**src/rtl/cpu_pkg.sv**
```systemverilog
// -----------------------------------------------------------------------------
// cpu_pkg
// Shared defaults for the core front end: PC and instruction widths, prefetch
// queue depth, reset fetch address and the NOP encoding.
// No ports (package).
// -----------------------------------------------------------------------------
package cpu_pkg;
    localparam int PC_W_DEF     = 8;
    localparam int INSTR_W_DEF  = 32;
    localparam int DEPTH_DEF    = 4;
    localparam int RESET_PC_DEF = 0;
    localparam logic [INSTR_W_DEF-1:0] NOP = 32'h0;
endpackage

```
**src/rtl/sync_fifo.sv**
```systemverilog
// -----------------------------------------------------------------------------
// sync_fifo
// Single-clock FIFO with wrap-around read/write pointers carrying one extra
// bit to tell full from empty. flush has priority over push and pop.
// Ports:
//   clk, rst        clock, async active-high reset (pointers only)
//   flush           empty the FIFO at the next edge
//   push, din       write din at the tail
//   pop, dout       remove the head; dout shows the head combinationally
//   empty, full     status flags
//   count           number of stored entries (0..DEPTH)
// -----------------------------------------------------------------------------
module sync_fifo
    import cpu_pkg::*;
#(
    parameter int WIDTH = PC_W_DEF + INSTR_W_DEF,
    parameter int DEPTH = DEPTH_DEF,
    localparam int AW   = $clog2(DEPTH)
) (
    input  logic             clk,
    input  logic             rst,
    input  logic             flush,
    input  logic             push,
    input  logic             pop,
    input  logic [WIDTH-1:0] din,
    output logic [WIDTH-1:0] dout,
    output logic             empty,
    output logic             full,
    output logic [AW:0]      count
);
    logic [WIDTH-1:0] mem [DEPTH];
    logic [AW:0]      wr_ptr;
    logic [AW:0]      rd_ptr;
    logic             do_push;
    logic             do_pop;

    assign count = wr_ptr - rd_ptr;
    assign empty = (wr_ptr == rd_ptr);
    assign full  = (wr_ptr[AW] != rd_ptr[AW]) && (wr_ptr[AW-1:0] == rd_ptr[AW-1:0]);
    assign dout  = mem[rd_ptr[AW-1:0]];

    // A push into a full FIFO is accepted only when the head leaves in the same cycle.
    assign do_pop  = pop && !empty && !flush;
    assign do_push = push && !flush && (!full || do_pop);

    always_ff @(posedge clk or posedge rst) begin
        if (rst) begin
            wr_ptr <= '0;
            rd_ptr <= '0;
        end else if (flush) begin
            wr_ptr <= '0;
            rd_ptr <= '0;
        end else begin
            if (do_push) wr_ptr <= wr_ptr + (AW+1)'(1);
            if (do_pop)  rd_ptr <= rd_ptr + (AW+1)'(1);
        end
    end

    always_ff @(posedge clk) begin
        if (do_push) mem[wr_ptr[AW-1:0]] <= din;
    end
endmodule

```
**src/rtl/fetch_unit.sv**
```systemverilog
// -----------------------------------------------------------------------------
// fetch_unit
// Instruction-fetch front end: owns the fetch PC, issues reads to a
// synchronous instruction memory and streams {pc, pc+1, instruction} to decode
// through a prefetch queue. A redirect from execute flushes all wrong-path work
// and restarts fetch at the target in the same cycle.
// Ports:
//   clk, rst                    clock, async active-high reset
//   imem_addr, imem_rd_en       read request to instruction memory
//   imem_data                   instruction for last cycle's request
//   redirect_valid, redirect_pc control transfer resolved by execute
//   out_valid, out_ready        valid/ready handshake to decode
//   out_instr, out_pc           head instruction and its address
//   out_pc_plus1                out_pc + 1 (modulo 2**PC_W)
// -----------------------------------------------------------------------------
module fetch_unit
    import cpu_pkg::*;
#(
    parameter int          PC_W     = PC_W_DEF,
    parameter int          INSTR_W  = INSTR_W_DEF,
    parameter int          DEPTH    = DEPTH_DEF,
    parameter int unsigned RESET_PC = RESET_PC_DEF
) (
    input  logic               clk,
    input  logic               rst,
    output logic [PC_W-1:0]    imem_addr,
    output logic               imem_rd_en,
    input  logic [INSTR_W-1:0] imem_data,
    input  logic               redirect_valid,
    input  logic [PC_W-1:0]    redirect_pc,
    output logic               out_valid,
    input  logic               out_ready,
    output logic [INSTR_W-1:0] out_instr,
    output logic [PC_W-1:0]    out_pc,
    output logic [PC_W-1:0]    out_pc_plus1
);
    localparam int AW = $clog2(DEPTH);
    localparam int QW = PC_W + INSTR_W;

    function automatic logic [PC_W-1:0] pc_inc(input logic [PC_W-1:0] pc);
        return pc + PC_W'(1);
    endfunction

    logic [PC_W-1:0] fetch_pc;
    logic            vld_p1;
    logic [PC_W-1:0] pc_p1;
    logic [AW:0]     q_count;
    logic            q_empty;
    logic            q_full;
    logic [QW-1:0]   q_dout;
    logic            redirect;
    logic            credit;
    logic            issue;
    logic            push;
    logic            pop;
    logic [AW+1:0]   occupancy;

    // ---- stage p0: issue to instruction memory ----
    // Credit counts the queue plus the request still in flight, using occupancy
    // at the start of the cycle so a same-cycle pop never over-commits a slot.
    assign redirect   = redirect_valid && !rst;
    assign occupancy  = {1'b0, q_count} + (AW+2)'(vld_p1);
    assign credit     = !q_full && (occupancy < (AW+2)'(DEPTH));
    assign issue      = !rst && (redirect_valid || credit);
    assign imem_rd_en = issue;
    assign imem_addr  = redirect ? redirect_pc : fetch_pc;

    always_ff @(posedge clk or posedge rst) begin
        if (rst) begin
            fetch_pc <= PC_W'(RESET_PC);
            vld_p1   <= 1'b0;
        end else begin
            vld_p1 <= issue;
            if (redirect)   fetch_pc <= pc_inc(redirect_pc);
            else if (issue) fetch_pc <= pc_inc(fetch_pc);
        end
    end

    always_ff @(posedge clk) begin
        pc_p1 <= imem_addr;
    end

    // ---- stage p1: memory response into the prefetch queue ----
    // A redirect discards the response arriving now and any pop asked for now.
    assign push = vld_p1 && !redirect;
    assign pop  = !q_empty && out_ready && !redirect;

    sync_fifo #(
        .WIDTH (QW),
        .DEPTH (DEPTH)
    ) u_queue (
        .clk   (clk),
        .rst   (rst),
        .flush (redirect),
        .push  (push),
        .pop   (pop),
        .din   ({pc_p1, imem_data}),
        .dout  (q_dout),
        .empty (q_empty),
        .full  (q_full),
        .count (q_count)
    );

    // ---- stage p2: queue head to decode ----
    assign out_valid    = !q_empty;
    assign out_pc       = q_dout[QW-1:INSTR_W];
    assign out_instr    = q_dout[INSTR_W-1:0];
    assign out_pc_plus1 = pc_inc(out_pc);
endmodule

```
**config.mk**
```make
export PLATFORM = sky130hd
export DESIGN_NAME = fetch_unit
export DESIGN_NICKNAME = d
export VERILOG_FILES = /design/src/rtl/cpu_pkg.sv /design/src/rtl/sync_fifo.sv /design/src/rtl/fetch_unit.sv
export SDC_FILE = /design/constraint.sdc
export NUM_CORES = 1
export LEC_CHECK = 0
export ABC_CLOCK_PERIOD_IN_PS = 4400
export BUFFER_PORTS_ARGS = -buffer_cell sky130_fd_sc_hd__buf_4
export CAP_MARGIN = 40
export CORE_ASPECT_RATIO = 0.7
export CORE_MARGIN = 3
export CORE_UTILIZATION = 45
export CTS_BUF_LIST = sky130_fd_sc_hd__clkbuf_4 sky130_fd_sc_hd__clkbuf_8 sky130_fd_sc_hd__clkbuf_16
export CTS_CLUSTER_DIAMETER = 150
export CTS_CLUSTER_SIZE = 14
export DETAILED_ROUTE_END_ITERATION = 10
export PLACE_DENSITY = 0.64
export SYNTH_ARGS = -nofsm -noshare
export SYNTH_HDL_FRONTEND = slang
export SYNTH_SLANG_ARGS = --single-unit
```
**constraint.sdc**
```tcl
create_clock -name clk -period 4.4 [get_ports clk]
set_clock_uncertainty 0.1 [all_clocks]
set_input_delay 0.22 -clock clk [delete_from_list [all_inputs] [get_ports clk]]
set_output_delay 0.22 -clock clk [all_outputs]
set_load 0.01 [all_outputs]
```
== Yosys cells after proc, flatten, opt, wreduce, memory -nomap -nowiden ==
Memories as Yosys holds them, arrays and structs flattened.
Index checks and enable logic that the tools add are counted.
Word-level totals
  bits of input ports: 44
  word-level logic and storage cells: 46
  register bits: 23
  output and inout bits: 58
  memories: 1
  bits in writable memories: 160
Cells by class
  equal/unequal tests: 3
  reductions and logical operators: 20
  $add $sub $neg: 7
  multiplexer cells: 9
  order comparisons: 1
Memory list
  u_queue.mem: depth 4, bits a word 40, read ports 1, clocked after memory_dff 0, wr ports 1, line sync_fifo.sv:31  | logic [WIDTH-1:0] mem [DEPTH];
Operators by type and width (count)
  $add A8 B1 Y8 const B: 3
  $mux W8: 3
  $mux W3: 4
  $logic_and A1 B1 Y1: 11
  $add A3 B1 Y3 const B: 2
  $reduce_bool A2 Y1: 3
  $add A3 B1 Y4: 1
  $logic_not A1 Y1: 4
  $lt A4 B3 Y1 const B: 1
  $eq A3 B3 Y1: 1
  $sub A3 B3 Y3: 1
  $eq A2 B2 Y1: 1
  $logic_or A1 B1 Y1: 2
  $mux W1: 2
  $ne A1 B1 Y1: 1

== Longest topological paths before layout ==
Gate-level depths: netlist (run 1).
  depth after elaboration: 10
  mapped depth: 10
  mapped depth without buffers: 7

== Modules after synthesis ==
Synthesis (run 1) repeated with hierarchy kept, for this count alone.
Unflattened totals
  cell total of the unflattened synthesis: 355
  area total of the unflattened synthesis: 7168.1 sq um
By module, submodules not included
  sync_fifo: seq. area each 4954.8 sq um, area each 6259.8 sq um, times used 1, cells an instance 264
  fetch_unit: seq. area each 385.4 sq um, area each 908.4 sq um, times used 1, cells an instance 91

== Least setup slack after synthesis (run 1) ==
Ideal clock, no wire load.
  path type: register -> register
  start point: register u_queue.rd_ptr[1]
  end point: memory u_queue.mem[3][0] (netlist name), enable pin
  clock period less this slack: 3287 ps
  path slack: 1113 ps
  cell stages (with the launch flop): 8
  path buffers: 2
  arrival time: 2784 ps
  required time: 3897 ps
  library setup time: 403 ps
  cell sequence: dfrtp_1 -> buf_2 -> buf_1 -> inv_1 -> ha_1 -> nand2_1 -> o311a_1 -> and2_1
Between the ends
  word-level cells in the longest chain between the ends: 10
  elaborated cells on any way between the ends: 13
  those cells by class: eq/ne: 2; mux: 2; reduce/logical: 9
Ends and longest elaborated chain
  start: declaration: line sync_fifo.sv:33  | logic [AW:0] rd_ptr;
  start signal: assignment: line sync_fifo.sv:55  | if (do_pop) rd_ptr <= rd_ptr + (AW+1)'(1);
  $eq A3 B3 Y1: line sync_fifo.sv:38  | assign empty = (wr_ptr == rd_ptr);
  $logic_not A1 Y1: line sync_fifo.sv:43, fetch_unit.sv:86
  $logic_and A1 B1 Y1 (2 in a row): line fetch_unit.sv:86  | assign pop = !q_empty && out_ready && !redirect;
  $logic_and A1 B1 Y1 (2 in a row): line sync_fifo.sv:43  | assign do_pop = pop && !empty && !flush;
  $logic_or A1 B1 Y1 (*): line sync_fifo.sv:44  | assign do_push = push && !flush && (!full || do_pop);
  $logic_and A1 B1 Y1 (*): line sync_fifo.sv:44
  $mux W1 (*): line sync_fifo.sv:60  | if (do_push) mem[wr_ptr[AW-1:0]] <= din;
  $mux W1 (implied by the code) (*): line sync_fifo.sv:60
  end: declaration: line sync_fifo.sv:31
Every way passes the cells marked *; elsewhere a longest branch is shown, timed or not.

== Final worst setup path (run 1) ==
  start point: register u_queue.rd_ptr[0]
  end point: output port out_pc_plus1[6]
Between the ends
  word-level cells in the longest chain between the ends: 2
Ends and longest elaborated chain
  $mem_v2 Z4 W40
  $add A8 B1 Y8: line fetch_unit.sv:41  | return pc + PC_W'(1);
  end: declaration: line fetch_unit.sv:35  | output logic [PC_W-1:0] out_pc_plus1
Every way passes these cells.

==> results of run 1 <==
==> flip-flops by register name, summed over array words and instances (netlist names) <==
name and count:
pc_p1 8, u_queue.rd_ptr 3, fetch_pc 8, u_queue.mem 160, vld_p1 1, u_queue.wr_ptr 3
==> cells by family after synthesis <==
logic type / count (synthesis) / synth area share [%]
muxes: 54 / 15.0
adders and majority gates: 10 / 1.87
DFF: 183 / 75.2
AOI/OAI and AO/OA: 8 / 0.846
buffers and inverters: 25 / 1.67
xor gates and xnor gates: 16 / 1.97
and+or+nand+nor: 50 / 3.45
==> metrics by stage <==
stage | setup slack [ns] | hold slack, ns | total power [mW] | instances
floorplan | 1.11 | 0.0215 | 3.71 | 346
global placement | 1.62 | 0.256 | 4.53 | 632
detailed placement | 1.61 | 0.269 | 4.60 | 636
CTS | 1.16 | 0.00667 | 6.14 | 703
global route | 0.985 | 0.0232 | 6.39 | 703
finish | 1.25 | 0.0232 | 6.06 | 703
==> report_power, final <==
part	internal (mW)	total, mW	switching (mW)
clock network	0.779	1.51	0.735
registers	2.33	2.48	0.146
logic	1.03	2.07	1.04
total	4.14	6.06	1.92
==> timing repair <==
| item | in CTS | in global routing |
|---|---|---|
| hold buffers | 35 | 0 |
| setup buffers | 0 | 0 |
| hold endpoints to repair | 145 | 0 |
| endpoints found under the setup margin | 0 | 0 |
==> how the worst min path moves through the flow <==
stage | start | endpoint | slack [ns] | cells past startpoint
after floorplan | rst | fetch_pc[0] | 0.02 | 1
after global placement | rst | vld_p1 | 0.26 | 2
after detailed placement | rst | u_queue.wr_ptr[0] | 0.27 | 2
after CTS | out_ready | u_queue.rd_ptr[1] | 0.007 | 3
after global routing | out_ready | u_queue.rd_ptr[1] | 0.02 | 3
final | out_ready | u_queue.rd_ptr[1] | 0.02 | 3
==> tightest hold or removal path, cell delays in order <==
cell	delay, ns
buf_4	0.13
nand3_1	0.08
a21oi_1	0.07
==> cell usage in the layout (no fill, tap or decap), drive strengths merged <==
cell type    instances
dlygate4sd3         35
or2                  1
nand3b               1
a21oi                1
xor2                 6
a221o                1
edfxtp             160
inv                 18
o31ai                1
and3                 2
nor2                 6
mux4                40
clkinv               9
mux2i                9
ha                   9
nand3                7
nor4bb               1
and2                 5
nand2b               2
fa                   1
buf                108
mux2                 5
nor3b                1
nor2b                1
dfrtp               15
xnor2               10
o311a                1
nand2               21
o221ai               1
dfxtp                8
o2111ai              1
or4                  1
o21ai                2
clkbuf              17
nor3                 1
==> area by class of cell <==
class                      instances  area, sq um
inverter                          12         45.0
tap                              195          244
clock inverter                    15          198
timing repair buffer             143         1210
clock buffer                      17          425
fill                            1078         5930
sequential                       183         5350
multi-input combinational        138         1650
==> synth_stat cells (all sizes together), types with 2 or more instances <==
master / number
edfxtp: 160
mux4: 40
nand2: 21
dfrtp: 15
buf: 12
inv: 12
xnor2: 10
ha: 9
mux2i: 9
dfxtp: 8
nand3: 7
nor2: 6
xor2: 6
and2: 5
mux2: 5
and3: 2
nand2b: 2
o21ai: 2
==> metal layers <==
layer  GRT usage [%]  up-vias  share of wire [%]
met3            4.88       11                5.7
li1                -     1671                  -
met4            3.79        0               0.96
met5               0        -                  0
met1            23.5     1867                 46
met2            25.0       93                 47
==> flow_summary.toml, run 1 <==
[outcome]
outcome = "complete, no violations"

[critical_path]
r2r.worst_path.cells = 5
crit_type = "reg -> out"
cp_num_buf_inv = 2
r2r_start = "u_queue.rd_ptr[0]"
critical_path_depth = 6
worst-path-max-fanout = 34
crit_path_top_delay_cell = "mux4_2"
cpMostUsedCell = "buf_4"
required_ns = 4.08
critPathMaxStageDelay_ns = 0.66
path_cells = "buf_4 > mux4_2 > nand3_1 > or2_1 > xnor2_1 > buf_4"
end_kind = "output pin"
critPathTopFamily = "buffers and inverters"
r2r_slack_ns = 1.79
r2r-end = "u_queue.mem[3][15]"
crit_arrival_ns = 2.83
start_kind = "flip-flop"
startpoint = "u_queue.rd_ptr[0]"
crit_end = "out_pc_plus1[6]"

[cells_and_area]
design_area_sq_um = 9120
drive_gt1_share_pct = 37.8
layout-area-overhead-vs-synth_pct = 28.4
utilization_pct = 60.6
nets = 549
n_antenna_cell = 0

[sta]
finalCriticalPeriod_ns = 3.15
finalMaxSlewViolations = 0
max_freq_mhz = 318
tns_ns = 0
slew_headroom_pct = 53.7
setup_viol = 0
rsz0062_at_grt = "false"
tightestPinTransition_ns = 0.695
hold_viol = 0
fin_crit_sh_pct = 71.6

[clock_tree]
cts.clk_slew.worst_paths_ns = 0.07
cts_inserted_buffers = 17
cts_tree = "done"
clock_latency_ns = 0.41
clock_sinks = 183
cts_resized = 0
clockBufferDepth = 2
htreeDepth = 4
root_buffer = "clkbuf_16"

[routing]
viasPerCell = 5.18
drtIter0Drc = 191
first_pass_iters = 4
avgRoutedWirePerCell_um = 19.4
routed_wl_um = 13700
antenna_left = 0
drc = 0
vias = 3642

[synthesis]
synth_area_sq_um = 7100
netlist_top_cells_area = "edfxtp_1 (68%), mux4_2 (13%), dfrtp_1 (5.3%)"
yosys.area.top_type = "edfxtp_1"
yosysSeqAreaShare_pct = 75.2
synth_ff_type = "edfxtp_1"
syn_avg_cell_area_sq_um = 20.5
async_flop_share_pct = 8.20
netlist_instances = 346
ys_seq_elements = 183
yosysUniqueCellTypes = 36
synth_nets = 400
synth_edf_count = 160
synth_top_area_share_pct = 67.6
ys_warn_count = 0

[die]
dieArea_sq_um = 17400
initial_core_util_pct = 47.2
fp-row-count = 37
die_x_um = 156
core_sq_um = 15000
io_pins = 102
die_y_um = 111

[job]
max-cap-violations = 0

[placement]
place_area_sq_um = 8140
gp_congestion = 0.736
port_buffers = 101
dpl.hpwl_um = 8620

[grt]
grt_antenna_before_repair = 0
grt_pass1_wl_um = 21400
grt_overflow_total = 0
grt_pass1_vias = 3828
track_usage_pct = 16.4
grt_max_degree = 44

[power_and_ir_drop]
p_leak_nw = 3.32
p_per_area_nw_per_um2 = 665
ir_drop_uv = 328

[hold_path]
hold_class = "in -> reg"
Note: power is estimated with default switching activity, not from simulation.
==> run 2: changes to the inputs <==
--- a/config.mk
+++ b/config.mk
@@ -5,7 +5,7 @@
 export SDC_FILE = /design/constraint.sdc
 export NUM_CORES = 1
 export LEC_CHECK = 0
-export ABC_CLOCK_PERIOD_IN_PS = 4400
+export ABC_CLOCK_PERIOD_IN_PS = 3000
 export BUFFER_PORTS_ARGS = -buffer_cell sky130_fd_sc_hd__buf_4
 export CAP_MARGIN = 40
 export CORE_ASPECT_RATIO = 0.7
==> constraint.sdc (replaced) <==
create_clock -name clk -period 3 [get_ports clk]
set_clock_uncertainty 0.1 [all_clocks]
set_input_delay 0.15 -clock clk [delete_from_list [all_inputs] [get_ports clk]]
set_output_delay 0.15 -clock clk [all_outputs]
set_load 0.01 [all_outputs]
==> flow_summary.toml, run 2 (synthesis gave the netlist of run 1 again) <==
[die]
die_y_um = 111
initial_core_util_pct = 47.2
fp-row-count = 37
dieArea_sq_um = 17400
die_x_um = 156
core_sq_um = 15000
io_pins = 102

[sta]
tightestPinTransition_ns = 0.625
slew_headroom_pct = 58.3
timing.hold.ws_ns = 0.0209
fin_ws_ns = 0.259
max_freq_mhz = 365
finalCriticalPeriod_ns = 2.74
setup_viol = 0
hold_viol = 0
rsz0062_at_grt = "false"
finalMaxSlewViolations = 0
fin_crit_sh_pct = 91.4
tns_ns = 0

[routing]
first_pass_iters = 5
drc = 0
avgRoutedWirePerCell_um = 19.5
vias = 3671
viasPerCell = 5.13
drtIter0Drc = 184
antenna_left = 0
routed_wl_um = 13900

[critical_path]
path_cells = "ha_1 > fa_1 > nand2b_1 > a221o_1 > and2_4 > inv_1 > buf_4"
r2r-end = "u_queue.mem[0][28]"
r2r.worst_path.cells = 6
startpoint = "u_queue.rd_ptr[0]"
worst-path-max-fanout = 9
crit_path_top_delay_cell = "dfrtp_2"
r2r_start = "u_queue.rd_ptr[1]"
r2r_slack_ns = 0.54
cp_num_buf_inv = 2
critPathTopFamily = "adder cells"
crit_type = "reg -> out"
end_kind = "output pin"
crit_arrival_ns = 2.49
required_ns = 2.75
start_kind = "flip-flop"
critPathMaxStageDelay_ns = 0.50

[cells_and_area]
multi_input_area_sq_um = 1650
seq_area_sq_um = 5340
nets = 561
final_cell_mix = "edfxtp_1 (160), buf_4 (113), dlygate4sd3_1 (41)"
layout-area-overhead-vs-synth_pct = 28.4
largest_reg_flops = 160
layout_commonest_cell = "edfxtp_1"
design_area_sq_um = 9120
finalNonFillerCells = 715
fillCellCount = 1083
drive_gt1_share_pct = 38.1
n_antenna_cell = 0

[hold_path]
hp-start = "redirect_pc[2]"
hold_class = "in -> reg"
hold_end = "pc_p1[2]"
hold_depth = 3

[grt]
grt_antenna_before_repair = 0
grt_pass1_vias = 3970
grt_max_degree = 41
grt_overflow_total = 0
grt_pass1_wl_um = 22500
track_usage_pct = 17.1

[placement]
gp_congestion = 0.802
place_area_sq_um = 8150
dpl.cell_count = 642
port_buffers = 101
dpl.hpwl_um = 8840
pre_cts_ws_ns = 0.521

[power_and_ir_drop]
p_per_area_nw_per_um2 = 961
ir_drop_uv = 791
p_leak_nw = 3.35

[clock_tree]
cts.clk_slew.worst_paths_ns = 0.06
post_cts_buffers = 0
root_buffer = "clkbuf_16"
cts_inserted_buffers = 17
clock_sinks = 183
clockBufferDepth = 2
clock_latency_ns = 0.41
cts_resized = 0
cts_tree = "done"
htreeDepth = 4

[job]
max-cap-violations = 0

[outcome]
outcome = "complete, no violations"
==> run 2: cell types whose count changed in the layout (fill, tap and decap cells not counted), sizes merged <==
cell,before,now
buf,108,114
clkbuf,17,23
clkinv,9,3
dlygate4sd3,35,41
==> run 2: stage by stage <==
step	total power, mW	util [%]
finish	8.76	60.6
floorplan	5.43	-
CTS	8.89	60.6
detailed placement	6.75	54.2
global route	9.26	60.6
global placement	6.71	54.2
==> run 2: layout make-up <==
class | count | share of cell area [%]
sequential | 183 | 58.6
multi-input combinational | 138 | 18.1
timing repair buffer | 155 | 14.0
clock buffer | 23 | 5.42
tap | 195 | 2.68
clock inverter | 9 | 0.700
inverter | 12 | 0.494
==> run 2: worst max path at each step <==
stage                    endpoint  slack [ns]  cells past startpoint
2_1_floorplan   u_queue.mem[3][0]        0.15                      7
3_3_place_gp   u_queue.mem[0][18]        0.58                      6
3_5_place_dp   u_queue.mem[0][18]        0.52                      6
4_1_cts           out_pc_plus1[7]        0.18                      5
5_1_grt           out_pc_plus1[7]        0.06                      5
6_report               imem_rd_en        0.26                      7
==> run 2: repair_timing <==
item,in CTS,in global routing
setup endpoints to repair,0,0
hold buffers,41,0
hold endpoints to repair,152,0
==> run 2: report_power, final <==
| group | internal [mW] | switching [mW] | leakage [nW] | total [mW] |
|---|---|---|---|---|
| clock | 1.18 | 0.899 | 0.286 | 2.08 |
| sequential | 3.42 | 0.243 | 1.71 | 3.66 |
| combinational | 1.51 | 1.50 | 1.36 | 3.02 |
==> run 2: metal layers <==
layer  up-vias  track usage, %  wire length (um)
met2       119            26.7              6610
met4         0            4.26                59
met5         -               0                 0
met3         4            4.21               953
li1       1689               -                 -
met1      1859            24.5              6320
==> run 2: tightest hold or removal path, delay by kind of cell <==
kind	cells	cell delay [ns]
mux	1	0.14
buf+inv	2	0.20
